## config.mk

```make
export PLATFORM = sky130hd
export DESIGN_NAME = uart_rx
export DESIGN_NICKNAME = d
export VERILOG_FILES = /design/src/rtl/uart_pkg.sv /design/src/rtl/uart_rx_sync.sv /design/src/rtl/uart_rx.sv
export SDC_FILE = /design/constraint.sdc
export NUM_CORES = 1
export LEC_CHECK = 0
export BUFFER_PORTS_ARGS = -buffer_cell sky130_fd_sc_hd__buf_2
export CORE_MARGIN = 2
export CORE_UTILIZATION = 53
export CTS_CLUSTER_DIAMETER = 80
export DETAILED_ROUTE_END_ITERATION = 16
export PLACE_DENSITY = 0.81
export SYNTH_ARGS = -nofsm -noshare
export SYNTH_HDL_FRONTEND = slang
export SYNTH_SLANG_ARGS = --single-unit
```

## constraint.sdc

```tcl
create_clock -name clk -period 5.8 [get_ports clk]
set_input_delay 0.87 -clock clk [delete_from_list [all_inputs] [get_ports clk]]
set_output_delay 0.87 -clock clk [all_outputs]
set_load 0.03 [all_outputs]
```

## src/rtl/uart_pkg.sv

```systemverilog
// uart_pkg: state encoding and bit-timing helper shared by uart_tx / uart_rx.
package uart_pkg;

  // FSM state encoding, also exposed on the debug port
  typedef enum logic [1:0] {
    IDLE  = 2'd0,
    START = 2'd1,
    DATA  = 2'd2,
    STOP  = 2'd3
  } uart_state_t;

  // Clock cycles per line bit (integer division, truncating)
  function automatic int cyc_per_bit(input int sys_clk, input int baud);
    return sys_clk / baud;
  endfunction

endpackage

```

## src/rtl/uart_rx_sync.sv

```systemverilog
// uart_rx_sync: 2-flop synchronizer for the asynchronous serial line.
// Resets to 1 so an idle (high) line is seen immediately after reset.
module uart_rx_sync (
  input  logic i_clk,
  input  logic i_rst,
  input  logic i_d,
  output logic o_q
);

  logic r_s1;
  logic r_s2;

  // Two back-to-back flops to settle metastability on the async input
  always_ff @(posedge i_clk or posedge i_rst) begin
    if (i_rst) begin
      r_s1 <= 1'b1;
      r_s2 <= 1'b1;
    end else begin
      r_s1 <= i_d;
      r_s2 <= r_s1;
    end
  end

  assign o_q = r_s2;

endmodule

```

## src/rtl/uart_rx.sv

```systemverilog
// uart_rx: 8N1 serial receiver with mid-bit sampling and framing-error strobe.
// Define UART_RX_PARITY_EN for 8E1 frames and the parity_err output.
module uart_rx
  import uart_pkg::*;
#(
  parameter int SYSTEM_CLOCK = 32000000,
  parameter int BAUD_RATE    = 9600
) (
  input  logic       clk,
  input  logic       rst,
  input  logic       din,
  output logic [7:0] data_out,
  output logic       valid,
  output logic       frame_err,
`ifdef UART_RX_PARITY_EN
  output logic       parity_err,
`endif
  output logic [1:0] state_out_dbg
);

  localparam int CYC_COUNT  = cyc_per_bit(SYSTEM_CLOCK, BAUD_RATE);
  localparam int HALF_COUNT = CYC_COUNT / 2;
  localparam int CW         = $clog2(CYC_COUNT);

  localparam logic [CW-1:0] C_LAST = CW'(CYC_COUNT - 1);
  localparam logic [CW-1:0] C_HALF = CW'(HALF_COUNT - 1);
  localparam logic [CW-1:0] C_ONE  = CW'(1);

  // Index of the last DATA-state sample (parity bit is a 9th sample)
`ifdef UART_RX_PARITY_EN
  localparam logic [3:0] B_LAST = 4'd8;
`else
  localparam logic [3:0] B_LAST = 4'd7;
`endif

  logic        w_din_s;
  uart_state_t r_state;
  logic [CW-1:0] r_cnt;
  logic [3:0]  r_bit;
  logic [7:0]  r_shift;
  logic [7:0]  r_data;
  logic        r_valid;
  logic        r_ferr;
  logic        r_armed;
`ifdef UART_RX_PARITY_EN
  logic        r_par;
  logic        r_perr;
`endif

  uart_rx_sync u_sync (
    .i_clk (clk),
    .i_rst (rst),
    .i_d   (din),
    .o_q   (w_din_s)
  );

  // Frame recovery FSM: counters, shift register and registered strobes
  always_ff @(posedge clk or posedge rst) begin
    if (rst) begin
      r_state <= IDLE;
      r_cnt   <= '0;
      r_bit   <= '0;
      r_shift <= '0;
      r_data  <= '0;
      r_valid <= 1'b0;
      r_ferr  <= 1'b0;
      r_armed <= 1'b1;
`ifdef UART_RX_PARITY_EN
      r_par   <= 1'b0;
      r_perr  <= 1'b0;
`endif
    end else begin
      r_valid <= 1'b0;
      r_ferr  <= 1'b0;
`ifdef UART_RX_PARITY_EN
      r_perr  <= 1'b0;
`endif
      case (r_state)
        IDLE: begin
          // After a break the line must go high again before we re-arm
          if (r_armed && !w_din_s) begin
            r_state <= START;
            r_cnt   <= '0;
          end else if (!r_armed && w_din_s) begin
            r_armed <= 1'b1;
          end
        end
        START: begin
          if (r_cnt == C_HALF) begin
            r_cnt <= '0;
            if (!w_din_s) begin
              r_state <= DATA;
              r_bit   <= '0;
            end else begin
              r_state <= IDLE;  // glitch: too short to be a start bit
            end
          end else begin
            r_cnt <= r_cnt + C_ONE;
          end
        end
        DATA: begin
          if (r_cnt == C_LAST) begin
            r_cnt <= '0;
            r_bit <= r_bit + 4'd1;
`ifdef UART_RX_PARITY_EN
            if (r_bit == 4'd8) r_par <= w_din_s;
            else
`endif
            r_shift <= {w_din_s, r_shift[7:1]};
            if (r_bit == B_LAST) r_state <= STOP;
          end else begin
            r_cnt <= r_cnt + C_ONE;
          end
        end
        STOP: begin
          if (r_cnt == C_LAST) begin
            r_cnt   <= '0;
            r_state <= IDLE;
            if (w_din_s) begin
              r_data  <= r_shift;
              r_valid <= 1'b1;
`ifdef UART_RX_PARITY_EN
              r_perr  <= ^{r_shift, r_par};
`endif
            end else begin
              r_ferr  <= 1'b1;
              r_armed <= 1'b0;
            end
          end else begin
            r_cnt <= r_cnt + C_ONE;
          end
        end
        default: r_state <= IDLE;
      endcase
    end
  end

  assign data_out      = r_data;
  assign valid         = r_valid;
  assign frame_err     = r_ferr;
  assign state_out_dbg = r_state;
`ifdef UART_RX_PARITY_EN
  assign parity_err    = r_perr;
`endif

endmodule

```

Word-level counts from Yosys, hierarchy flattened

Cells that the tools add are included.

Bits in registers: 39
Bits in latches: 0
RAM bits: 0
Bits in read-only memories: 0
Bits of input ports: 3
Logic and storage cells: 66
Memories: 0

Add/subtract/negate cells: 2
Multipliers: 0
Divide/modulo/power cells: 0
$lt $le $gt $ge: 0
Equal/unequal tests: 15
Shift-type cells: 0
Muxes and demuxes: 26
Bitwise logic cells: 0
Reduce and logical (&&, ||, !) cells: 13

Operators by type and width:

| operator              | number |
|---|---|
| $mux 12               | 3 |
| $pmux 12 s3           | 1 |
| $ne 2x2->1 const B    | 9 |
| $add 12x1->12 const B | 1 |
| $eq 12x11->1 const B  | 1 |
| $eq 12x12->1 const B  | 1 |
| $mux 2                | 6 |
| $mux 4                | 3 |
| $mux 1                | 10 |
| $reduce_and 5->1      | 2 |
| $pmux 2 s4            | 1 |
| $pmux 4 s2            | 1 |
| $add 4x1->4 const B   | 1 |
| $eq 2x2->1 const B    | 2 |
| $eq 4x3->1 const B    | 1 |
| $reduce_and 4->1      | 1 |
| $reduce_bool 2->1     | 2 |
| $reduce_and 3->1      | 1 |
| $eq 2x1->1 const B    | 1 |
| $logic_and 1x1->1     | 2 |
| $logic_not 1->1       | 2 |
| $logic_not 2->1       | 1 |
| $pmux 1 s2            | 1 |
| $reduce_and 2->1      | 1 |
| $reduce_or 2->1       | 1 |

Logic depth before layout (Yosys ltp)

Gate-level depths: netlist of run 1.

Word-level depth: 5
Gate-level depth with buffers: 8

Modules after synthesis

From an unflattened synthesis of run 1, not the netlist that was laid out.

Cells, all modules: 174
Area total of the unflattened synthesis: 1903.1 sq um

Modules (own cells, without submodules):

| module       | times used | cells each | area an instance (sq um) | seq. area each (sq um) |
|---|---|---|---|---|
| uart_rx      | 1          | 171        | 1846.8                   | 927.1 |
| uart_rx_sync | 1          | 3          | 56.3                     | 52.6 |

Worst setup path after synthesis of run 1

No wires, ideal clock.

Path kind: register -> register
Start: register r_cnt[4]
End: register r_data[0], in the netlist data_out[0]
Setup time: 0.125 ns
Arrival time: 1.887 ns
Required time: 5.675 ns
Setup slack: 3.788 ns
Cell stages (with the launch flop): 7
Path through: dfrtp_1 -> nor4b_4 -> nand4_2 -> or2_1 -> or3_1 -> buf_6 -> mux2_4

Longest elaborated chain between the ends: 2

RTL lines:

| element                           | RTL line       | text |
|---|---|---|
| start: declaration                | uart_rx.sv:38  | `logic [CW-1:0] r_cnt;` |
| start signal: assignment          | uart_rx.sv:98  | `r_cnt <= r_cnt + C_ONE;` |
| start signal: assignment          | uart_rx.sv:112 | `r_cnt <= r_cnt + C_ONE;` |
| start signal: assignment          | uart_rx.sv:130 | `r_cnt <= r_cnt + C_ONE;` |
| $eq 12x12->1                      | uart_rx.sv:116 | `if (r_cnt == C_LAST) begin` |
| $reduce_and 3->1 (no source line) | n/a            |  |
| end signal: assignment            | uart_rx.sv:120 | `r_data <= r_shift;` |
| end: declaration                  | uart_rx.sv:41  | `logic [7:0] r_data;` |

No other way between the ends.
A chain may end at the register's enable or synchronous reset.

Worst setup path after layout of run 1

Start: register r_cnt[4]
End: register r_data[2], in the netlist data_out[2]

The elaborated chain is that of the path after synthesis.

==> out/qor.yml, run 1 <==
outcome:
  status: "completed"
place:
  place.port_buffers: 14
  dpl.hpwl_microns: 2520
  place.gp.congestion: 0.788
  pre_cts_ws_ns: 3.47
  placed_cells: 225
floorplan:
  rows: 21
  dieArea_sq_mm: 0.00403
  die_h_microns: 63.5
  core_area_sq_mm: 0.00336
  num_io_pins: 15
  die_w_microns: 63.5
  initial_core_util: 0.558
route:
  ant_nets: 0
  vias: 1320
  drc: 0
  first_pass_iters: 4
  wl_per_cell_microns: 14.9
  post_drt_via_cell_ratio: 5.67
  drt_iter0_markers: 88
  wl_microns: 3480
timing:
  rsz0062_at_grt: "no"
  max_freq_ghz: 0.431
  setup_viol: 0
  layout_min_cycle_time_ns: 2.32
  fin_skew_ns: 0.0151
  slew_viol_final: 0
  hold_violations: 0
  relSlewSlack: 0.506
  fin_hold_ws_ns: 0.366
  setup_ws_ns: 3.48
  fin_tns_setup_ns: 0
  finalCritPeriodShare: 0.400
  worst_slew_pin_slew_ns: 0.737
global_route:
  grt_max_degree: 40
  gr-total-overflow: 0
  grt_first_pass_wirelength_microns: 6120
  antenna_found_initial: 0
  grt_use_total: 0.198
  grt_pass1_vias: 1319
critical_path:
  worstSetupPathType: "flip-flop to flip-flop"
  cp_max_fo: 9
  worst_setup_path_start_kind: "flip-flop"
  cp_data_required_time_ns: 6.05
  path_cells: "nor4b_4 > nand4_2 > or2_1 > or3_1 > mux2_4"
  cpMaxStageDelayCell: "or3_1"
  cpPeakStageDelay_ns: 0.54
  crit_buf_inv: 0
  path_delay_family: "simple AND/OR/NAND/NOR gates"
  critPathArrivalTime_ns: 2.57
  endpoint_kind: "flip-flop"
final_layout:
  nets: 193
  layout_commonest_cell: "dfrtp_1"
  syn_to_final_growth_pct: 9.33
  n_fill_cell: 298
  final_util: 0.610
  final_cells: 233
  multi_input_area_sq_um: 825
  layout_common_cells: "dfrtp_1 (36), buf_2 (14), nand2_1 (13), inv_1 (12), nor2_1 (11)"
  drive_gt1_frac: 0.257
  seqCellArea_sq_um: 980
  diodes: 0
clocking:
  postCtsSetupRepairBufs: 0
  clk_latency_ns: 0.36
  cts_num_sinks: 39
  cts_tree: "yes"
  cts_root_buffer: "clkbuf_4"
  postCtsHoldBufs: 0
  cts_resized: 0
  numCtsBuffers: 5
  htree_levels: 2
  clockBufferDepth: 2
  clk_pin_slew_ns: 0.11
synth:
  postSynthAreaPerCell_sq_um: 11.1
  async_reset_ff_frac: 1.00
  netlist_area_sq_mm: 0.00188
  ys_ff_latch: 39
  syn_nets: 176
  synth_cells: 169
  yosysSeqAreaShare: 0.522
  synth-main-ff-cell: "dfrtp_1"
  ys_types: 42
  synth-edff-count: 0
  ys_warn_count: 0
pwr:
  power_leakage_uw: 0.00103
  peakVddDrop_mv: 0.219
  powerDensity_mw_per_mm2: 324
run:
  drv_cap: 0
worst_hold_path:
  hold_class: "flip-flop to flip-flop"
layout make-up:
type                       instances  share of cell area
inverter                          12              0.0220
clock inverter                     2             0.00793
multi-input combinational        113               0.402
timing repair buffer              15              0.0378
tap                               46              0.0280
sequential                        39               0.477
clock buffer                       6              0.0250
power breakdown:
group / internal, uW / switching, uW / total, uW
logic: 54.0 / 112 / 166
registers: 301 / 46.4 / 347
clock network: 59.7 / 92.0 / 152
metal layers:
layer	wire, microns	GRT usage	vias to the layer above	share of wire
met3	159	0.0589	10	0.046
li1	-	-	637	-
met5	0	0	-	0
met2	1690	0.304	29	0.49
met4	82	0.0870	0	0.024
met1	1540	0.258	644	0.44
sequential cells by signal, indices dropped and copies added (netlist names), named ones only:
name and flops:
r_cnt 12, data_out 8, r_shift 8, r_bit 4, frame_err 1, r_armed 1, state_out_dbg 1, u_sync.o_q 1
u_sync.r_s1 1, valid 1
synthesized netlist by cell type, types with 2 or more instances:
library cell | instances | area, sq um
mux2_2 | 7 | 78.8
clkbuf_1 | 3 | 11.3
inv_1 | 12 | 45.0
mux2_4 | 8 | 120
a31oi_1 | 4 | 25.0
and4_1 | 3 | 26.3
nand4_1 | 2 | 12.5
mux2i_1 | 2 | 20.0
nor2b_1 | 3 | 18.8
a21oi_1 | 10 | 50.1
nor3_1 | 4 | 20.0
nand3_1 | 6 | 30.0
o21ai_0 | 10 | 50.1
nand2_1 | 13 | 48.8
o211ai_1 | 2 | 15.0
dfrtp_1 | 36 | 901
and3_1 | 2 | 12.5
a22o_2 | 2 | 20.0
ha_1 | 4 | 50.1
nor2_1 | 11 | 41.3
dfstp_2 | 3 | 78.8
xor2_1 | 2 | 17.5
path summary, 6_finish.rpt:
kind                               end        start  slack, ns  depth (start not counted)
max                        data_out[2]     r_cnt[4]       3.48                          5
min                         u_sync.o_q  u_sync.r_s1       0.37                          0
max reg2reg                data_out[2]     r_cnt[4]       3.48                          5
min reg2reg                 u_sync.o_q  u_sync.r_s1       0.37                          0
max in group asynchronous      r_armed          rst       4.85                          3
min in group asynchronous  data_out[4]          rst       0.60                          3
cells by family after synthesis:
logic type	after synthesis	share of synthesized area
mux	17	0.117
compound gates	35	0.117
buf+inv	17	0.0387
flops	39	0.522
fa+ha+maj	4	0.0267
xor+xnor	3	0.0140
simple gates	54	0.165
stage by stage:
| step | cell area, sq um | total power (uW) |
|---|---|---|
| final | 2050 | 665 |
| after global routing | 2050 | 713 |
| after CTS | 2050 | 666 |
| after detailed placement | 1980 | 515 |
| after global placement | 1980 | 504 |
| after floorplan | 1880 | 469 |
Power figures use the tool's default switching activity.
==> run 2, diff against run 1 <==
Settings changed: PLACE_DENSITY 0.81 to 0.84.
Clock period 5.8 ns to 2 ns, I/O delays scaled along.
==> out/qor.yml, run 2 (synthesis gave the netlist of run 1 again) <==
outcome:
  status: "complete, but fails checks"
  violations: "negative setup slack"
final_layout:
  largest_reg_flops: 12
  diodes: 0
  largest_register: "r_cnt"
  syn_to_final_growth_pct: 20.9
  nets: 216
  layout_commonest_cell: "dfrtp_1"
  drive_gt1_frac: 0.364
  n_fill_cell: 273
  final_util: 0.674
  layout_common_cells: "dfrtp_1 (36), buf_4 (21), buf_2 (14), nand2_1 (13), inv_1 (12)"
pwr:
  powerDensity_mw_per_mm2: 935
  power_leakage_uw: 0.00115
  peakVddDrop_mv: 0.717
timing:
  relSlewSlack: 0.681
  max_freq_ghz: 0.491
  rsz0062_at_grt: "yes"
  setup_viol: 8
  setup_ws_ns: -0.0385
  hold_violations: 0
  worst_slew_pin_slew_ns: 0.478
  finalCritPeriodShare: 1.02
  fin_hold_ws_ns: 0.0436
  fin_skew_ns: 0.00875
  slew_viol_final: 0
  layout_min_cycle_time_ns: 2.04
critical_path:
  rr_startpoint: "r_cnt[6]"
  endpoint_kind: "flip-flop"
  crit_buf_inv: 1
  rrSetupSlack_ns: -0.04
  r2r_end: "data_out[4]"
  cpPeakStageDelay_ns: 0.42
  worst_setup_path_start_kind: "flip-flop"
  cp_max_fo: 5
  cp.depth: 6
  r2r_cells: 6
  path_cells: "nor4b_4 > nand4_2 > or2_1 > or3_4 > buf_6 > mux2_4"
  path_delay_family: "simple AND/OR/NAND/NOR gates"
  cpMaxStageDelayCell: "dfrtp_1"
  cp_data_required_time_ns: 2.24
  critPathArrivalTime_ns: 2.28
  worstSetupPathType: "flip-flop to flip-flop"
clocking:
  cts_root_buffer: "clkbuf_4"
  clk_latency_ns: 0.35
  htree_levels: 2
  cts_tree: "yes"
  numCtsBuffers: 5
  cts_num_sinks: 39
  clk_pin_slew_ns: 0.11
  clockBufferDepth: 2
route:
  wl_microns: 3990
  drc: 0
  first_pass_iters: 5
  wl_met1_microns: 1650
  vias: 1435
  wl_per_cell_microns: 15.6
  top_layer_used: "met4"
  wl_met2_microns: 2080
  dr_wl_met3_microns: 165
  ant_nets: 0
  drt_iter0_markers: 76
  post_drt_via_cell_ratio: 5.63
global_route:
  grt_use_total: 0.210
  grt_max_degree: 40
  grt_pass1_vias: 1461
  grt_first_pass_wirelength_microns: 6540
  antenna_found_initial: 0
  gr-total-overflow: 0
floorplan:
  core_area_sq_mm: 0.00336
  rows: 21
  dieArea_sq_mm: 0.00403
  initial_core_util: 0.558
  num_io_pins: 15
  die_h_microns: 63.5
  die_w_microns: 63.5
run:
  drv_cap: 0
worst_hold_path:
  hold_class: "primary input to asynchronous set/reset pin"
place:
  place.gp.congestion: 0.869
  dpl.hpwl_microns: 2720
  place.port_buffers: 14
run 2: worst max-delay path by stage:
stage / startpoint / to / slack (ns)
floorplan: r_cnt[6] / data_out[0] / 0.02
global placement: r_cnt[6] / data_out[6] / -0.02
detailed placement: r_cnt[6] / data_out[7] / -0.07
CTS: r_cnt[4] / data_out[4] / -0.03
global route: r_cnt[1] / data_out[3] / -0.12
finish: r_cnt[6] / data_out[4] / -0.04
run 2: layout make-up:
| class | count | area, sq um | share of cell area |
|---|---|---|---|
| clock inverter | 1 | 5.00 | 0.00221 |
| sequential | 39 | 980 | 0.432 |
| inverter | 12 | 45.0 | 0.0199 |
| multi-input combinational | 113 | 868 | 0.383 |
| tap | 46 | 57.6 | 0.0254 |
| clock buffer | 6 | 51.3 | 0.0226 |
| timing repair buffer | 38 | 262 | 0.115 |
run 2: per-layer routing:
| layer | GRT usage | up-vias |
|---|---|---|
| li1 | - | 676 |
| met1 | 0.237 | 714 |
| met2 | 0.363 | 35 |
| met3 | 0.0643 | 10 |
| met4 | 0.0951 | 0 |
| met5 | 0 | - |
run 2: repair_timing:
| action | CTS | global route |
|---|---|---|
| hold buffers | 0 | 0 |
| pin swaps | 2 | 3 |
| cloned | 0 | 1 |
| setup buffers | 2 | 4 |
| hold endpoints to repair | 0 | 0 |
| gates resized for setup | 2 | 11 |
| endpoints found under the setup margin | 9 | 16 |
run 2: where the power goes:
group | leakage, uW | switching [uW] | internal, uW
Clock | 0.0000341 | 244 | 163
Combinational | 0.000596 | 455 | 314
Sequential | 0.000523 | 73.5 | 873
run 2: per-stage QoR:
step	total power, uW	setup slack [ns]	instances	cell area, sq um	setup TNS [ns]
finish	2120	-0.0385	255	2270	-0.247
global route	2250	-0.116	255	2270	-1.03
CTS	2030	-0.0275	250	2190	-0.186
detailed placement	1630	-0.0741	241	2100	-0.528
global placement	1600	-0.0162	241	2100	-0.128
floorplan	1360	0.0153	169	1880	0
run 2: worst min-delay path: cells and delay by family:
kind	cells	cell delay (ns)
buffers and inverters	3	0.53
